==> src/rtl/wb_arb_pkg.sv <==
// -----------------------------------------------------------------------------
// wb_arb_pkg
//   Shared definitions for the two-master Wishbone classic arbiter (wb_arb2)
//   and its round-robin grant selector (wb_arb_rr2).
//
//   Contents:
//     arb_state_e  - arbiter FSM encoding (IDLE / GNT0 / GNT1)
//     M_INS, M_DAT - master index constants (instruction / data master)
//     SEL_ALL      - byte-select pattern used for every instruction fetch
//     TIMEOUT_DAT  - read data returned on a watchdog-terminated cycle
// -----------------------------------------------------------------------------
package wb_arb_pkg;

  typedef enum logic [1:0] {
    IDLE = 2'd0,
    GNT0 = 2'd1,
    GNT1 = 2'd2
  } arb_state_e;

  // Master indices double as the encoding of the last-grant register and as
  // bit positions in the one-hot grant vector.
  localparam logic M_INS = 1'b0;
  localparam logic M_DAT = 1'b1;

  // Instruction fetches are always full-word reads.
  localparam logic [3:0] SEL_ALL = 4'hf;

  localparam logic [31:0] TIMEOUT_DAT = 32'h0;

endpackage

==> src/rtl/wb_arb2_if.sv <==
// -----------------------------------------------------------------------------
// wb_arb2_if
//   One Wishbone classic port as seen by the arbiter. The same bundle is used
//   for both upstream masters and for the shared downstream bus.
//
//   Parameters: AW (address width), DW (data width)
//   Signals:
//     cyc, stb, we  - cycle, strobe, write enable (master -> slave)
//     sel[3:0]      - byte selects                 (master -> slave)
//     adr[AW-1:0]   - address                      (master -> slave)
//     dat_w[DW-1:0] - write data                   (master -> slave)
//     dat_r[DW-1:0] - read data                    (slave  -> master)
//     ack           - transfer acknowledge         (slave  -> master)
//   Modports:
//     mst - the side that issues cycles
//     slv - the side that answers them
// -----------------------------------------------------------------------------
interface wb_arb2_if #(
  parameter int AW = 32,
  parameter int DW = 32
);

  logic          cyc;
  logic          stb;
  logic          we;
  logic [3:0]    sel;
  logic [AW-1:0] adr;
  logic [DW-1:0] dat_w;
  logic [DW-1:0] dat_r;
  logic          ack;

  modport mst (
    output cyc, stb, we, sel, adr, dat_w,
    input  dat_r, ack
  );

  modport slv (
    input  cyc, stb, we, sel, adr, dat_w,
    output dat_r, ack
  );

endinterface

==> src/rtl/wb_arb_rr2.sv <==
// -----------------------------------------------------------------------------
// wb_arb_rr2
//   Two-request round-robin grant selector. Purely combinational.
//   A lone request is granted directly; on a tie the master that was NOT
//   granted last wins.
//
//   Ports:
//     req0     in  request from master 0 (M_INS)
//     req1     in  request from master 1 (M_DAT)
//     last_gnt in  index of the master that completed the previous transfer
//     gnt[1:0] out one-hot grant, bit index = master index (0 when idle)
// -----------------------------------------------------------------------------
module wb_arb_rr2
  import wb_arb_pkg::*;
(
  input  logic       req0,
  input  logic       req1,
  input  logic       last_gnt,
  output logic [1:0] gnt
);

  always_comb begin
    // NOTE: default assignment before the case so every path writes gnt;
    // without it a missing branch would infer a latch.
    gnt = 2'b00;
    unique case ({req1, req0})
      2'b01:   gnt = 2'b01;
      2'b10:   gnt = 2'b10;
      2'b11:   gnt = (last_gnt == M_INS) ? 2'b10 : 2'b01;
      default: gnt = 2'b00;
    endcase
  end

endmodule

==> src/rtl/wb_arb2.sv <==
// -----------------------------------------------------------------------------
// wb_arb2
//   Two-master to one-slave Wishbone classic arbiter. Sits between the RISC-V
//   BIU (instruction port m0, data port m1) and the SoC interconnect (s).
//   Round-robin grant, held until the slave acks or the owner drops cyc.
//   Every grant is preceded by an IDLE cycle, so consecutive transfers are
//   never merged on the shared bus.
//
//   Parameters:
//     AW, DW       address / data width
//     TIMEOUT_CYC  watchdog limit in grant cycles (WB_ARB_TIMEOUT_EN only)
//
//   Ports:
//     clk_i     in   system clock
//     rst_i     in   asynchronous, active-high reset
//     m0        slv  instruction master (read-only; we/sel/dat_w ignored)
//     m1        slv  data master
//     s         mst  shared downstream bus (all outputs registered)
//     to_err_o  out  sticky watchdog flag (WB_ARB_TIMEOUT_EN only)
//
//   Build option:
//     `define WB_ARB_TIMEOUT_EN  adds the grant watchdog and to_err_o. When
//     it fires, the owner receives a synthesised one-cycle ack carrying
//     TIMEOUT_DAT and the bus cycle is terminated as for a normal ack.
// -----------------------------------------------------------------------------
module wb_arb2
  import wb_arb_pkg::*;
#(
  parameter int AW = 32,
  parameter int DW = 32
`ifdef WB_ARB_TIMEOUT_EN
  , parameter int TIMEOUT_CYC = 255
`endif
) (
  input  logic     clk_i,
  input  logic     rst_i,
  wb_arb2_if.slv   m0,
  wb_arb2_if.slv   m1,
  wb_arb2_if.mst   s
`ifdef WB_ARB_TIMEOUT_EN
  , output logic   to_err_o
`endif
);

  arb_state_e    state;
  logic          last_gnt;
  logic [1:0]    gnt;
  logic          req0;
  logic          req1;
  logic          bus_ack;
  logic          to_hit;
  logic          term;
  logic          own_cyc;
  logic [DW-1:0] rd_dat;

  // Registered copy of the shared bus; driven onto s below.
  logic          s_cyc_q;
  logic          s_stb_q;
  logic          s_we_q;
  logic [3:0]    s_sel_q;
  logic [AW-1:0] s_adr_q;
  logic [DW-1:0] s_dat_q;

  assign req0 = m0.cyc & m0.stb;
  assign req1 = m1.cyc & m1.stb;

  wb_arb_rr2 u_rr2 (
    .req0     (req0),
    .req1     (req1),
    .last_gnt (last_gnt),
    .gnt      (gnt)
  );

  // Qualifying with our own strobe makes a late or stray ack harmless.
  assign bus_ack = s.ack & s_stb_q;
  assign term    = bus_ack | to_hit;
  assign own_cyc = (state == GNT1) ? m1.cyc : m0.cyc;

  // Ack routing is combinational so the owner sees it in the slave's cycle.
  assign m0.ack = (state == GNT0) & term;
  assign m1.ack = (state == GNT1) & term;

  // Read data is broadcast; each master qualifies it with its own ack.
  assign m0.dat_r = rd_dat;
  assign m1.dat_r = rd_dat;

  assign s.cyc   = s_cyc_q;
  assign s.stb   = s_stb_q;
  assign s.we    = s_we_q;
  assign s.sel   = s_sel_q;
  assign s.adr   = s_adr_q;
  assign s.dat_w = s_dat_q;

`ifdef WB_ARB_TIMEOUT_EN
  localparam int CW = $clog2(TIMEOUT_CYC + 1);

  logic [CW-1:0] to_cnt;

  // Counter is zero during the first grant cycle, so the watchdog fires in
  // grant cycle TIMEOUT_CYC. A genuine ack in that same cycle wins.
  assign to_hit = (state != IDLE) && (to_cnt == CW'(TIMEOUT_CYC - 1)) && !bus_ack;
  assign rd_dat = to_hit ? DW'(TIMEOUT_DAT) : s.dat_r;

  always_ff @(posedge clk_i or posedge rst_i) begin
    if (rst_i) begin
      to_cnt   <= '0;
      to_err_o <= 1'b0;
    end else begin
      // Every grant starts from IDLE, so clearing there restarts the count.
      if (state == IDLE) to_cnt <= '0;
      else               to_cnt <= to_cnt + 1'b1;
      if (to_hit)        to_err_o <= 1'b1;
    end
  end
`else
  assign to_hit = 1'b0;
  assign rd_dat = s.dat_r;
`endif

  // Single-process FSM; the shared-bus outputs are registered here.
  always_ff @(posedge clk_i or posedge rst_i) begin
    // NOTE: reset clears every bus register asynchronously, so an in-flight
    // cycle vanishes from the shared bus the moment rst_i rises.
    if (rst_i) begin
      state    <= IDLE;
      last_gnt <= M_INS;
      s_cyc_q  <= 1'b0;
      s_stb_q  <= 1'b0;
      s_we_q   <= 1'b0;
      s_sel_q  <= 4'h0;
      s_adr_q  <= '0;
      s_dat_q  <= '0;
    end else begin
      // NOTE: nonblocking assignments throughout so every register samples
      // the pre-edge values regardless of statement order.
      unique case (state)
        IDLE: begin
          if (gnt[M_DAT]) begin
            state   <= GNT1;
            s_cyc_q <= 1'b1;
            s_stb_q <= 1'b1;
            s_we_q  <= m1.we;
            s_sel_q <= m1.sel;
            s_adr_q <= m1.adr;
            s_dat_q <= m1.dat_w;
          end else if (gnt[M_INS]) begin
            state   <= GNT0;
            s_cyc_q <= 1'b1;
            s_stb_q <= 1'b1;
            s_we_q  <= 1'b0;
            s_sel_q <= SEL_ALL;
            s_adr_q <= m0.adr;
            s_dat_q <= '0;
          end
        end

        GNT0, GNT1: begin
          if (term) begin
            // Completed transfer: release the bus and rotate priority.
            state    <= IDLE;
            last_gnt <= (state == GNT1) ? M_DAT : M_INS;
            s_cyc_q  <= 1'b0;
            s_stb_q  <= 1'b0;
            s_we_q   <= 1'b0;
            s_sel_q  <= 4'h0;
          end else if (!own_cyc) begin
            // Owner abandoned its cycle: release without rotating priority.
            state   <= IDLE;
            s_cyc_q <= 1'b0;
            s_stb_q <= 1'b0;
            s_we_q  <= 1'b0;
            s_sel_q <= 4'h0;
            s_adr_q <= '0;
            s_dat_q <= '0;
          end
        end

        default: begin
          state   <= IDLE;
          s_cyc_q <= 1'b0;
          s_stb_q <= 1'b0;
          s_we_q  <= 1'b0;
          s_sel_q <= 4'h0;
        end
      endcase
    end
  end

endmodule

==> src/flat_wrapper.sv <==
// flat-port wrapper written by rule: the top's interface ports become plain ports
module wb_arb2_flat import wb_arb_pkg::*;
#(
  parameter int AW = 32,
  parameter int DW = 32

)
  (clk_i, rst_i, m0_cyc, m0_stb, m0_we, m0_sel, m0_adr, m0_dat_w, m0_dat_r, m0_ack, m1_cyc, m1_stb, m1_we, m1_sel, m1_adr, m1_dat_w, m1_dat_r, m1_ack, s_cyc, s_stb, s_we, s_sel, s_adr, s_dat_w, s_dat_r, s_ack);
  wb_arb2_if #(.AW(AW), .DW(DW)) m0_i ();
  wb_arb2_if #(.AW(AW), .DW(DW)) m1_i ();
  wb_arb2_if #(.AW(AW), .DW(DW)) s_i ();
  input  logic clk_i;
  input  logic rst_i;
  input wire logic [$bits(m0_i.cyc)-1:0] m0_cyc;
  input wire logic [$bits(m0_i.stb)-1:0] m0_stb;
  input wire logic [$bits(m0_i.we)-1:0] m0_we;
  input wire logic [$bits(m0_i.sel)-1:0] m0_sel;
  input wire logic [$bits(m0_i.adr)-1:0] m0_adr;
  input wire logic [$bits(m0_i.dat_w)-1:0] m0_dat_w;
  output wire logic [$bits(m0_i.dat_r)-1:0] m0_dat_r;
  output wire logic [$bits(m0_i.ack)-1:0] m0_ack;
  input wire logic [$bits(m1_i.cyc)-1:0] m1_cyc;
  input wire logic [$bits(m1_i.stb)-1:0] m1_stb;
  input wire logic [$bits(m1_i.we)-1:0] m1_we;
  input wire logic [$bits(m1_i.sel)-1:0] m1_sel;
  input wire logic [$bits(m1_i.adr)-1:0] m1_adr;
  input wire logic [$bits(m1_i.dat_w)-1:0] m1_dat_w;
  output wire logic [$bits(m1_i.dat_r)-1:0] m1_dat_r;
  output wire logic [$bits(m1_i.ack)-1:0] m1_ack;
  output wire logic [$bits(s_i.cyc)-1:0] s_cyc;
  output wire logic [$bits(s_i.stb)-1:0] s_stb;
  output wire logic [$bits(s_i.we)-1:0] s_we;
  output wire logic [$bits(s_i.sel)-1:0] s_sel;
  output wire logic [$bits(s_i.adr)-1:0] s_adr;
  output wire logic [$bits(s_i.dat_w)-1:0] s_dat_w;
  input wire logic [$bits(s_i.dat_r)-1:0] s_dat_r;
  input wire logic [$bits(s_i.ack)-1:0] s_ack;
  assign m0_i.cyc = m0_cyc;
  assign m0_i.stb = m0_stb;
  assign m0_i.we = m0_we;
  assign m0_i.sel = m0_sel;
  assign m0_i.adr = m0_adr;
  assign m0_i.dat_w = m0_dat_w;
  assign m0_dat_r = m0_i.dat_r;
  assign m0_ack = m0_i.ack;
  assign m1_i.cyc = m1_cyc;
  assign m1_i.stb = m1_stb;
  assign m1_i.we = m1_we;
  assign m1_i.sel = m1_sel;
  assign m1_i.adr = m1_adr;
  assign m1_i.dat_w = m1_dat_w;
  assign m1_dat_r = m1_i.dat_r;
  assign m1_ack = m1_i.ack;
  assign s_cyc = s_i.cyc;
  assign s_stb = s_i.stb;
  assign s_we = s_i.we;
  assign s_sel = s_i.sel;
  assign s_adr = s_i.adr;
  assign s_dat_w = s_i.dat_w;
  assign s_i.dat_r = s_dat_r;
  assign s_i.ack = s_ack;
  wb_arb2 #(.AW(AW), .DW(DW)) u_core (.clk_i(clk_i), .rst_i(rst_i), .m0(m0_i), .m1(m1_i), .s(s_i));
endmodule
==> config.mk <==
export PLATFORM = sky130hd
export DESIGN_NAME = wb_arb2_flat
export DESIGN_NICKNAME = d
export VERILOG_FILES = /design/src/rtl/wb_arb_pkg.sv /design/src/rtl/wb_arb2_if.sv /design/src/rtl/wb_arb_rr2.sv /design/src/rtl/wb_arb2.sv /design/src/flat_wrapper.sv
export SDC_FILE = /design/constraint.sdc
export NUM_CORES = 1
export LEC_CHECK = 0
export BUFFER_PORTS_ARGS = -buffer_cell sky130_fd_sc_hd__buf_4
export CORE_AREA = 2 2 121 123
export CTS_CLUSTER_DIAMETER = 200
export DETAILED_ROUTE_END_ITERATION = 6
export DIE_AREA = 0 0 123 125
export PLACE_DENSITY = 0.68
export SYNTH_ARGS = -nofsm -noshare
export SYNTH_HDL_FRONTEND = slang
export SYNTH_SLANG_ARGS = --single-unit
==> constraint.sdc <==
create_clock -name clk_i -period 2.25 [get_ports clk_i]
set_clock_uncertainty 0.15 [all_clocks]
set_input_delay 0.1125 -clock clk_i [delete_from_list [all_inputs] [get_ports clk_i]]
set_output_delay 0.1125 -clock clk_i [all_outputs]
set_load 0.01 [all_outputs]
==> results of run 1 <==
==> cell usage in the layout (no fill, tap or decap) <==
cell / synthesis / layout
o21ai_1: 2 / 2
clkbuf_16: 0 / 9
o31ai_1: 2 / 2
clkinv_2: 0 / 4
o2bb2ai_1: 32 / 32
nor2_2: 1 / 1
a22o_1: 32 / 32
dlygate4sd3_1: 0 / 102
o21ai_0: 8 / 8
o21ai_2: 1 / 1
nand3_1: 2 / 2
inv_1: 4 / 3
mux2_4: 1 / 1
a21boi_0: 1 / 1
nand2_4: 1 / 1
clkinvlp_4: 0 / 2
mux2_2: 1 / 1
buf_12: 0 / 3
nand2b_1: 2 / 2
a31o_4: 0 / 1
nand2_1: 12 / 12
a21bo_2: 1 / 1
clkbuf_8: 0 / 2
and3_1: 2 / 2
mux2i_1: 32 / 32
a32o_1: 1 / 1
ha_1: 3 / 3
buf_4: 66 / 184
dfrtp_1: 73 / 73
==> registers in the layout (all words and copies together), names as in the netlist <==
register / flops
u_core.s.adr: 32
u_core.s.we: 1
u_core.s.cyc: 1
u_core.state: 2
u_core.s.dat_w: 32
u_core.last_gnt: 1
u_core.s.sel: 4
==> routing by layer <==
layer	vias to the layer above	part of all wire
met5	-	0
met4	0	0.026
met3	32	0.084
met2	201	0.54
met1	1525	0.35
li1	1444	-
==> layout make-up <==
cell class	instances	area, um2	area share
Inverter	4	16.3	0.00272
Multi-Input combinational cell	138	1160	0.194
Sequential cell	73	1830	0.306
Clock buffer	11	253	0.0423
Tap cell	184	230	0.0385
Clock inverter	5	30.0	0.00502
Timing Repair Buffer	289	2460	0.412
==> metrics by stage <==
step	std cells	instance area, um2	worst slack (ps)
after CTS	704	5970	47.9
final	704	5980	137
after global placement	586	4670	285
after global routing	704	5980	46.0
after floorplan	298	3600	134
after detailed placement	586	4670	233
==> cell families after synthesis <==
group                    share of synthesized area
adder cells (fa/ha/maj)                     0.0104
buffers and inverters                        0.173
AO/OA/AOI/OAI                                0.186
flip-flops                                   0.507
AND/OR/NAND/NOR                             0.0271
multiplexers                                0.0962
==> path summary, 6_finish.rpt <==
path,start,end,slack (ps),depth (start not counted)
max in group asynchronous,rst_i,u_core.s.dat_w[7],1040,4
worst max register to register,u_core.last_gnt,u_core.s.adr[0],140,5
worst max-delay path,u_core.last_gnt,u_core.s.adr[0],140,5
min in group asynchronous,rst_i,u_core.s.adr[30],250,3
worst min register to register,u_core.s.adr[26],u_core.s.adr[26],340,1
worst min-delay path,s_ack,u_core.last_gnt,20,3
==> worst register-to-register path: stages, from the launching register on <==
cell and delay (ps):
dfrtp_1 380, a31o_4 280, buf_12 270, mux2i_1 270
dlygate4sd3_1 580, o2bb2ai_1 70
==> repair_timing <==
item                                   4_1_cts  5_1_grt
endpoints found under the hold margin      102        0
resized for setup                            0        1
hold buffers                               102        0
setup endpoints to repair                    0        7
==> power by group through the flow <==
| stage | combinational [uW] | sequential (uW) | clock [uW] |
|---|---|---|---|
| after CTS | 3230 | 2100 | 1390 |
| after detailed placement | 3060 | 2110 | 0 |
| after floorplan | 1680 | 2290 | 0 |
| after global routing | 3480 | 2170 | 1450 |
| after global placement | 2960 | 2100 | 0 |
| final | 3200 | 2110 | 1340 |
==> impl_metrics.env, run 1 <==
export IMPL_status="finished, final reports clean"
export IMPL_switchingPower_uw=2450
export IMPL_ys_top_cells_by_area="dfrtp_1 51%, buf_4 14%, mux2i_1 8.9%"
export IMPL_dp_hpwl_um=8140
export IMPL_grt_use_met3=0.0456
export IMPL_slowest_delay_ps=580
export IMPL_arrival_ps=2170
export IMPL_cts_root_buf="clkbuf_16"
export IMPL_async_flop_share=1.00
export IMPL_grt_max_degree=41
export IMPL_clockBufferDepth=2
export IMPL_cts_tree="built"
export IMPL_power_frac_seq=0.317
export IMPL_n_antenna_cell=0
export IMPL_holdWs_ps=20.5
export IMPL_drc_errors=0
export IMPL_worst_slew_pin_slew_ps=643
export IMPL_maxCapViolCount=0
export IMPL_crit_buf_inv=2
export IMPL_p_clk_frac=0.201
export IMPL_synth_common_cells="73 x dfrtp_1, 66 x buf_4, 32 x a22o_1, 32 x mux2i_1, 32 x o2bb2ai_1"
export IMPL_synth_cell_type_count=26
export IMPL_rsz0062_at_grt="false"
export IMPL_drive_gt1_frac=0.406
export IMPL_syn_inst=298
export IMPL_grt_use_met1=0.160
export IMPL_drv_slew=0
export IMPL_intPower_uw=4190
export IMPL_cp_required_ps=2310
export IMPL_setup_violations=0
export IMPL_insertion_delay_ps=330
export IMPL_ys_ff_latch=73
export IMPL_ctsHtreeMaxLevel=3
export IMPL_crit_path_top_delay_cell="dlygate4sd3_1"
export IMPL_ant_nets=0
export IMPL_netlist_area_um2=3600
export IMPL_io_pins=314
export IMPL_min_period_ps=2110
export IMPL_dr_total_vias=3202
export IMPL_dieHeight_um=125
export IMPL_startpoint_type="register"
export IMPL_crit_chain="a31o_4, buf_12, mux2i_1, dlygate4sd3_1, o2bb2ai_1"
export IMPL_initial_core_util=0.254
export IMPL_die_area_um2=15400
export IMPL_fin_util=0.421
export IMPL_yosys_warnings=0
export IMPL_power_leakage_uw=0.00302
export IMPL_grt_pass1_wl_um=18300
export IMPL_yosys_area_top_type="dfrtp_1"
export IMPL_synthesis_nets=478
export IMPL_avgSynthCellArea_um2=12.1
export IMPL_synth_top_area_share=0.507
export IMPL_first_pass_iters=4
export IMPL_clock_sinks=73
export IMPL_grt_pass1_vias=3521
export IMPL_core_area_um2=14200
export IMPL_synth_edf_count=0
export IMPL_syn2layout_area_growth_pct=66.0
export IMPL_setup_tns_ps=0
export IMPL_max_freq_ghz=0.473
export IMPL_cts_buffers=9
export IMPL_grt_use_total=0.158
export IMPL_routed_wl_um=12300
export IMPL_fillCellCount=1312
export IMPL_swShare=0.369
export IMPL_die_x_um=123
export IMPL_path_clk_slew_ps=60
export IMPL_endpoint_kind="register"
export IMPL_final_hold_viol_count=0
export IMPL_crit_path_max_fanout=33
export IMPL_p_comb_frac=0.481
export IMPL_globalRoute_busiestLayer="met2"
export IMPL_antenna_found_initial=0
export IMPL_globalplace_congestion=0.734
export IMPL_path_class="reg2reg"
export IMPL_vdd_drop_max_v=0.000513
export IMPL_drt_vias_per_instance=4.55
export IMPL_grtUsageMet2=0.293
export IMPL_ys_flop_type="dfrtp_1"
export IMPL_final_period_utilization=0.939
export IMPL_port_buffers=180
export IMPL_power_uw=6640
export IMPL_grt_overflow=0
export IMPL_std_cell_rows=44
export IMPL_hold_class="in2reg"
export IMPL_ys_seq_area_frac=0.507
export IMPL_crit_family="buffers and inverters"
export IMPL_post_cts_setup_buffer_count=0
export IMPL_power_density_nw_per_um2=1110
export IMPL_slew_headroom=0.572
export IMPL_final_nets=695
export IMPL_synth_most_common_cell="dfrtp_1"
export IMPL_wl_per_cell_um=17.5
export IMPL_drt_iter0_drc=98
(Power assumes the default switching activity.)
==> run 2: changes to the inputs <==
--- a/config.mk
+++ b/config.mk
@@ -11,6 +11,7 @@
 export DETAILED_ROUTE_END_ITERATION = 6
 export DIE_AREA = 0 0 123 125
 export PLACE_DENSITY = 0.68
+export RECOVER_POWER = 25
 export SYNTH_ARGS = -nofsm -noshare
 export SYNTH_HDL_FRONTEND = slang
 export SYNTH_SLANG_ARGS = --single-unit
==> run 2 against run 1 <==
Effect of this change:
- total power hardly changed
- cell area hardly changed
- sequential share of layout area hardly changed
- clock-buffer cell count stayed put
- routed wire length hardly changed
- via count is 0.16% lower
- largest power group unchanged
- highest routed layer unchanged
==> impl_metrics.env, run 2 (same netlist as run 1, synthesis figures left out) <==
export IMPL_status="finished, final reports clean"
export IMPL_worst_slew_pin_slew_ps=1390
export IMPL_cts_buffers=9
export IMPL_final_cell_mix="183 x buf_4, 102 x dlygate4sd3_1, 73 x dfrtp_1"
export IMPL_grt_use_total=0.158
export IMPL_first_pass_iters=4
export IMPL_crit_path_top_delay_cell="dlygate4sd3_1"
export IMPL_clockBufferDepth=2
export IMPL_globalRoute_busiestLayer="met2"
export IMPL_final_hold_viol_count=0
export IMPL_grt_use_met3=0.0456
export IMPL_slowest_delay_ps=580
export IMPL_hold_class="in2reg"
export IMPL_grt_pass1_vias=3521
export IMPL_power_uw=6640
export IMPL_crit_family="buffers and inverters"
export IMPL_core_area_um2=14200
export IMPL_ant_nets=0
export IMPL_path_clk_slew_ps=60
export IMPL_grt_max_degree=41
export IMPL_setup_violations=0
export IMPL_initial_core_util=0.254
export IMPL_vdd_drop_max_v=0.000512
export IMPL_final_period_utilization=0.939
export IMPL_endpoint_kind="register"
export IMPL_path_class="reg2reg"
export IMPL_startpoint_type="register"
export IMPL_rsz0062_at_grt="false"
export IMPL_setup_tns_ps=0
export IMPL_arrival_ps=2170
export IMPL_drive_gt1_frac=0.404
export IMPL_grt_use_met1=0.160
export IMPL_crit_buf_inv=2
export IMPL_cts_root_buf="clkbuf_16"
export IMPL_clock_sinks=73
export IMPL_dr_total_vias=3197
export IMPL_holdWs_ps=20.4
export IMPL_std_cell_rows=44
export IMPL_slew_headroom=0.0743
export IMPL_grt_overflow=0
export IMPL_grt_pass1_wl_um=18300
export IMPL_crit_path_max_fanout=33
export IMPL_die_x_um=123
export IMPL_crit_chain="a31o_4, buf_12, mux2i_1, dlygate4sd3_1, o2bb2ai_1"
export IMPL_max_freq_ghz=0.473
export IMPL_routed_wl_um=12300
export IMPL_insertion_delay_ps=330
export IMPL_cp_required_ps=2310
export IMPL_antenna_found_initial=0
export IMPL_min_period_ps=2110
export IMPL_dp_hpwl_um=8140
export IMPL_drt_vias_per_instance=4.54
export IMPL_final_nets=695
export IMPL_n_antenna_cell=0
export IMPL_cts_tree="built"
export IMPL_final_common_cell="buf_4"
export IMPL_globalplace_congestion=0.734
export IMPL_power_density_nw_per_um2=1110
export IMPL_power_leakage_uw=0.00302
export IMPL_syn2layout_area_growth_pct=66.0
export IMPL_port_buffers=180
export IMPL_wl_per_cell_um=17.5
export IMPL_die_area_um2=15400
export IMPL_ctsHtreeMaxLevel=3
export IMPL_maxCapViolCount=0
export IMPL_grtUsageMet2=0.293
export IMPL_io_pins=314
export IMPL_drv_slew=0
export IMPL_dieHeight_um=125
export IMPL_fin_util=0.421
export IMPL_drc_errors=0
export IMPL_drt_iter0_drc=96
## run 2: layout make-up
| type | count | area [um2] |
|---|---|---|
| clock buffers | 11 | 253 |
| clock inverters | 5 | 30.0 |
| fillers | 1313 | 8230 |
| inverters | 4 | 15.0 |
| multi-input cells | 138 | 1160 |
| flip-flops and latches | 73 | 1830 |
| well taps | 184 | 230 |
| repair buffers | 289 | 2460 |
## run 2: what timing repair did
action / in CTS / in global routing
gates resized for setup: 0 / 1
hold buffers: 102 / 0
endpoints found under the hold margin: 102 / 0
buffers inserted: 0 / 0
setup endpoints to repair: 0 / 7
## run 2: metal layers
metal | vias to the layer above | routed length (um)
met5 | - | 0
met4 | 0 | 314
met3 | 32 | 1010
met2 | 197 | 6690
met1 | 1524 | 4310
li1 | 1444 | -
## run 2: power by group
group	internal (uW)	switching (uW)
sequential	1820	290
combinational	1580	1620
clock	800	536
## run 2: worst paths after layout
check	from	endpoint	slack (ps)	cells past startpoint
worst min register to register	u_core.s.adr[26]	u_core.s.adr[26]	340	1
worst max-delay path	u_core.last_gnt	u_core.s.adr[0]	140	5
min in group asynchronous	rst_i	u_core.s.adr[30]	590	3
max in group asynchronous	rst_i	u_core.s.dat_w[7]	460	4
worst min-delay path	s_ack	u_core.last_gnt	20	3
worst max register to register	u_core.last_gnt	u_core.s.adr[0]	140	5
## run 2: tightest hold or removal path: stages
cell and delay (ps):
buf_4 120, nand3_1 80, mux2_2 150
## run 2: through the flow
stage | cell area (um2) | instances | setup WS (ps)
5_1_grt | 5980 | 704 | 46.0
2_1_floorplan | 3600 | 298 | 134
3_5_place_dp | 4670 | 586 | 233
6_report | 5980 | 704 | 137
4_1_cts | 5970 | 704 | 47.9
3_3_place_gp | 4670 | 586 | 285
==> run 3: changes to the inputs <==
--- a/config.mk
+++ b/config.mk
@@ -5,12 +5,15 @@
 export SDC_FILE = /design/constraint.sdc
 export NUM_CORES = 1
 export LEC_CHECK = 0
+export ABC_AREA = 1
 export BUFFER_PORTS_ARGS = -buffer_cell sky130_fd_sc_hd__buf_4
-export CORE_AREA = 2 2 121 123
+export CELL_PAD_IN_SITES_DETAIL_PLACEMENT = 2
+export CELL_PAD_IN_SITES_GLOBAL_PLACEMENT = 2
+export CORE_AREA = 2 2 157 159
 export CTS_CLUSTER_DIAMETER = 200
 export DETAILED_ROUTE_END_ITERATION = 6
-export DIE_AREA = 0 0 123 125
-export PLACE_DENSITY = 0.68
+export DIE_AREA = 0 0 159 161
+export PLACE_DENSITY = 0.84
 export RECOVER_POWER = 25
 export SYNTH_ARGS = -nofsm -noshare
 export SYNTH_HDL_FRONTEND = slang
==> run 3 against run 2 <==
Effect of this change:
- global-route usage is 2.0 points lower
- sequential share of layout area decreased by 2.4 points
- sequential power increased by 6%
- cell area is 8.6% higher
- setup slack gained 59 ps
- routed wire length up 40%
- synthesized area rose by 18%
- synthesized cell count is 85% higher
- die area up 66%
- register-to-register slack better by 60 ps
- total power is 20% higher
- highest routed layer unchanged
==> impl_metrics.env, run 3 <==
export IMPL_status="finished, final reports clean"
export IMPL_avgSynthCellArea_um2=7.73
export IMPL_hold_class="in2reg"
export IMPL_grt_max_degree=84
export IMPL_drv_slew=0
export IMPL_cp_required_ps=2340
export IMPL_p_comb_frac=0.543
export IMPL_synthesis_nets=731
export IMPL_grtUsageMet2=0.256
export IMPL_final_cell_mix="183 x buf_4, 107 x nand2_1, 100 x nand3_1"
export IMPL_first_pass_iters=5
export IMPL_n_antenna_cell=0
export IMPL_die_x_um=159
export IMPL_slew_headroom=0.219
export IMPL_swShare=0.447
export IMPL_port_buffers=180
export IMPL_grt_use_met3=0.0329
export IMPL_async_flop_share=1.00
export IMPL_syn_inst=551
export IMPL_drive_gt1_frac=0.316
export IMPL_register_area_um2=1830
export IMPL_synth_edf_count=0
export IMPL_crit_start="u_core.state[0]"
export IMPL_synth_most_common_cell="nand2_1"
export IMPL_maxCapViolCount=0
export IMPL_dieHeight_um=161
export IMPL_grt_use_total=0.139
export IMPL_ys_ff_latch=73
export IMPL_r2r_end="u_core.s.dat_w[30]"
export IMPL_routed_wl_um=17300
export IMPL_wl_per_cell_um=16.5
export IMPL_timing_critical_path_to="u_core.s.dat_w[30]"
export IMPL_cts_root_buf="clkbuf_16"
export IMPL_drt_iter0_drc=126
export IMPL_power_frac_seq=0.278
export IMPL_antenna_found_initial=0
export IMPL_drt_vias_per_instance=4.10
export IMPL_final_nets=903
export IMPL_setup_tns_ps=0
export IMPL_grt_overflow=0
export IMPL_switchingPower_uw=3570
export IMPL_final_common_cell="buf_4"
export IMPL_clock_sinks=73
export IMPL_yosys_area_top_type="dfrtp_1"
export IMPL_startpoint_type="register"
export IMPL_rrSetupSlack_ps=200
export IMPL_die_area_um2=25600
export IMPL_path_class="reg2reg"
export IMPL_io_pins=314
export IMPL_rr_worst_depth=9
export IMPL_globalRoute_busiestLayer="met2"
export IMPL_rr_startpoint="u_core.state[0]"
export IMPL_dp_hpwl_um=10400
export IMPL_crit_path_max_fanout=83
export IMPL_max_freq_ghz=0.487
export IMPL_setup_violations=0
export IMPL_synth_cell_type_count=21
export IMPL_fillCellCount=2760
export IMPL_arrival_ps=2140
export IMPL_post_dp_cell_area_um2=5460
export IMPL_netlist_area_um2=4260
export IMPL_grt_pass1_wl_um=27900
export IMPL_power_density_nw_per_um2=1230
export IMPL_cts_buffers=9
export IMPL_syn2layout_area_growth_pct=52.5
export IMPL_grt_use_met1=0.158
export IMPL_ys_top_cells_by_area="dfrtp_1 43%, buf_4 12%, nand3_1 12%"
export IMPL_vdd_drop_max_v=0.00133
export IMPL_p_clk_frac=0.178
export IMPL_yosys_warnings=0
export IMPL_core_area_um2=24000
export IMPL_std_cell_rows=57
export IMPL_multi_input_area_um2=1460
export IMPL_endpoint_kind="register"
export IMPL_ys_flop_type="dfrtp_1"
export IMPL_ctsHtreeMaxLevel=3
export IMPL_synth_common_cells="108 x nand2_1, 100 x nand3_1, 73 x dfrtp_1"
export IMPL_rsz0062_at_grt="false"
export IMPL_worst_slew_pin_slew_ps=1170
export IMPL_path_clk_slew_ps=60
export IMPL_cts_tree="built"
export IMPL_grt_pass1_vias=5031
export IMPL_holdWs_ps=12.9
export IMPL_drc_errors=0
export IMPL_clockBufferDepth=2
export IMPL_dr_total_vias=4309
export IMPL_ant_nets=0
export IMPL_globalplace_congestion=0.727
export IMPL_power_leakage_uw=0.00328
export IMPL_initial_core_util=0.178
export IMPL_fin_area_um2=6490
export IMPL_synth_top_area_share=0.429
export IMPL_min_period_ps=2050
export IMPL_ys_seq_area_frac=0.429
export IMPL_final_hold_viol_count=0
export IMPL_insertion_delay_ps=340
export IMPL_intPower_uw=4420
export IMPL_final_period_utilization=0.913
run 3: how the worst min path moves through the flow:
stage,start,endpoint,slack (ps),cells past startpoint
floorplan,m1_dat_w[21],u_core.s.dat_w[21],130,2
global placement,rst_i,u_core.s.adr[17],3,2
detailed placement,rst_i,u_core.s.adr[19],4,2
CTS,m1_adr[8],u_core.s.adr[8],1,5
global route,m1_adr[8],u_core.s.adr[8],30,5
finish,m1_adr[10],u_core.s.adr[10],10,5
run 3: cell type report:
type / instances / area share
repair buffers: 262 / 0.342
flip-flops and latches: 73 / 0.281
multi-input cells: 301 / 0.225
well taps: 324 / 0.0625
inverters: 76 / 0.0441
clock buffers: 12 / 0.0411
clock inverters: 4 / 0.00405
run 3: logic make-up (layout without fill, tap and decap cells):
logic type               Yosys count  count (layout)  share of synthesized area
AND/OR/NAND/NOR                  221             221                      0.233
buffers and inverters            177             354                      0.230
adder cells (fa/ha/maj)            3               3                    0.00882
AO/OA/AOI/OAI                     77              77                     0.0994
flip-flops                        73              73                      0.429
run 3: power groups by stage:
stage / sequential [uW] / combinational [uW] / clock (uW)
CTS: 2220 / 4360 / 1490
finish: 2230 / 4340 / 1430
global route: 2300 / 4850 / 1540
global placement: 2200 / 4100 / 0
detailed placement: 2240 / 4250 / 0
floorplan: 2420 / 2440 / 0
run 3: critical path, cell delays in order, from the launching register on:
cell      delay [ps]
dfrtp_1          380
inv_1             80
ha_1             350
nand3_1          130
nand2_1          100
clkinv_1         100
nand3_4          110
buf_16           310
nand2_1          110
o21ai_0          120
run 3: stage by stage:
stage,std cells,utilization,power [uW],setup WS [ps]
2_1_floorplan,551,-,4860,134
3_3_place_gp,963,0.228,6300,290
3_5_place_dp,963,0.228,6490,184
4_1_cts,1052,0.271,8070,149
5_1_grt,1052,0.271,8700,6.25
6_report,1052,0.271,7990,196
run 3: metal layers:
layer	wire [um]	part of all wire
met5	0	0
met4	267	0.015
met3	883	0.051
met2	8990	0.52
met1	7170	0.41
run 3: what timing repair did:
item | in CTS | in global routing
buffers inserted | 0 | 0
resized for setup | 0 | 1
hold endpoints to repair | 89 | 0
hold buffers | 73 | 0
setup endpoints to repair | 0 | 4
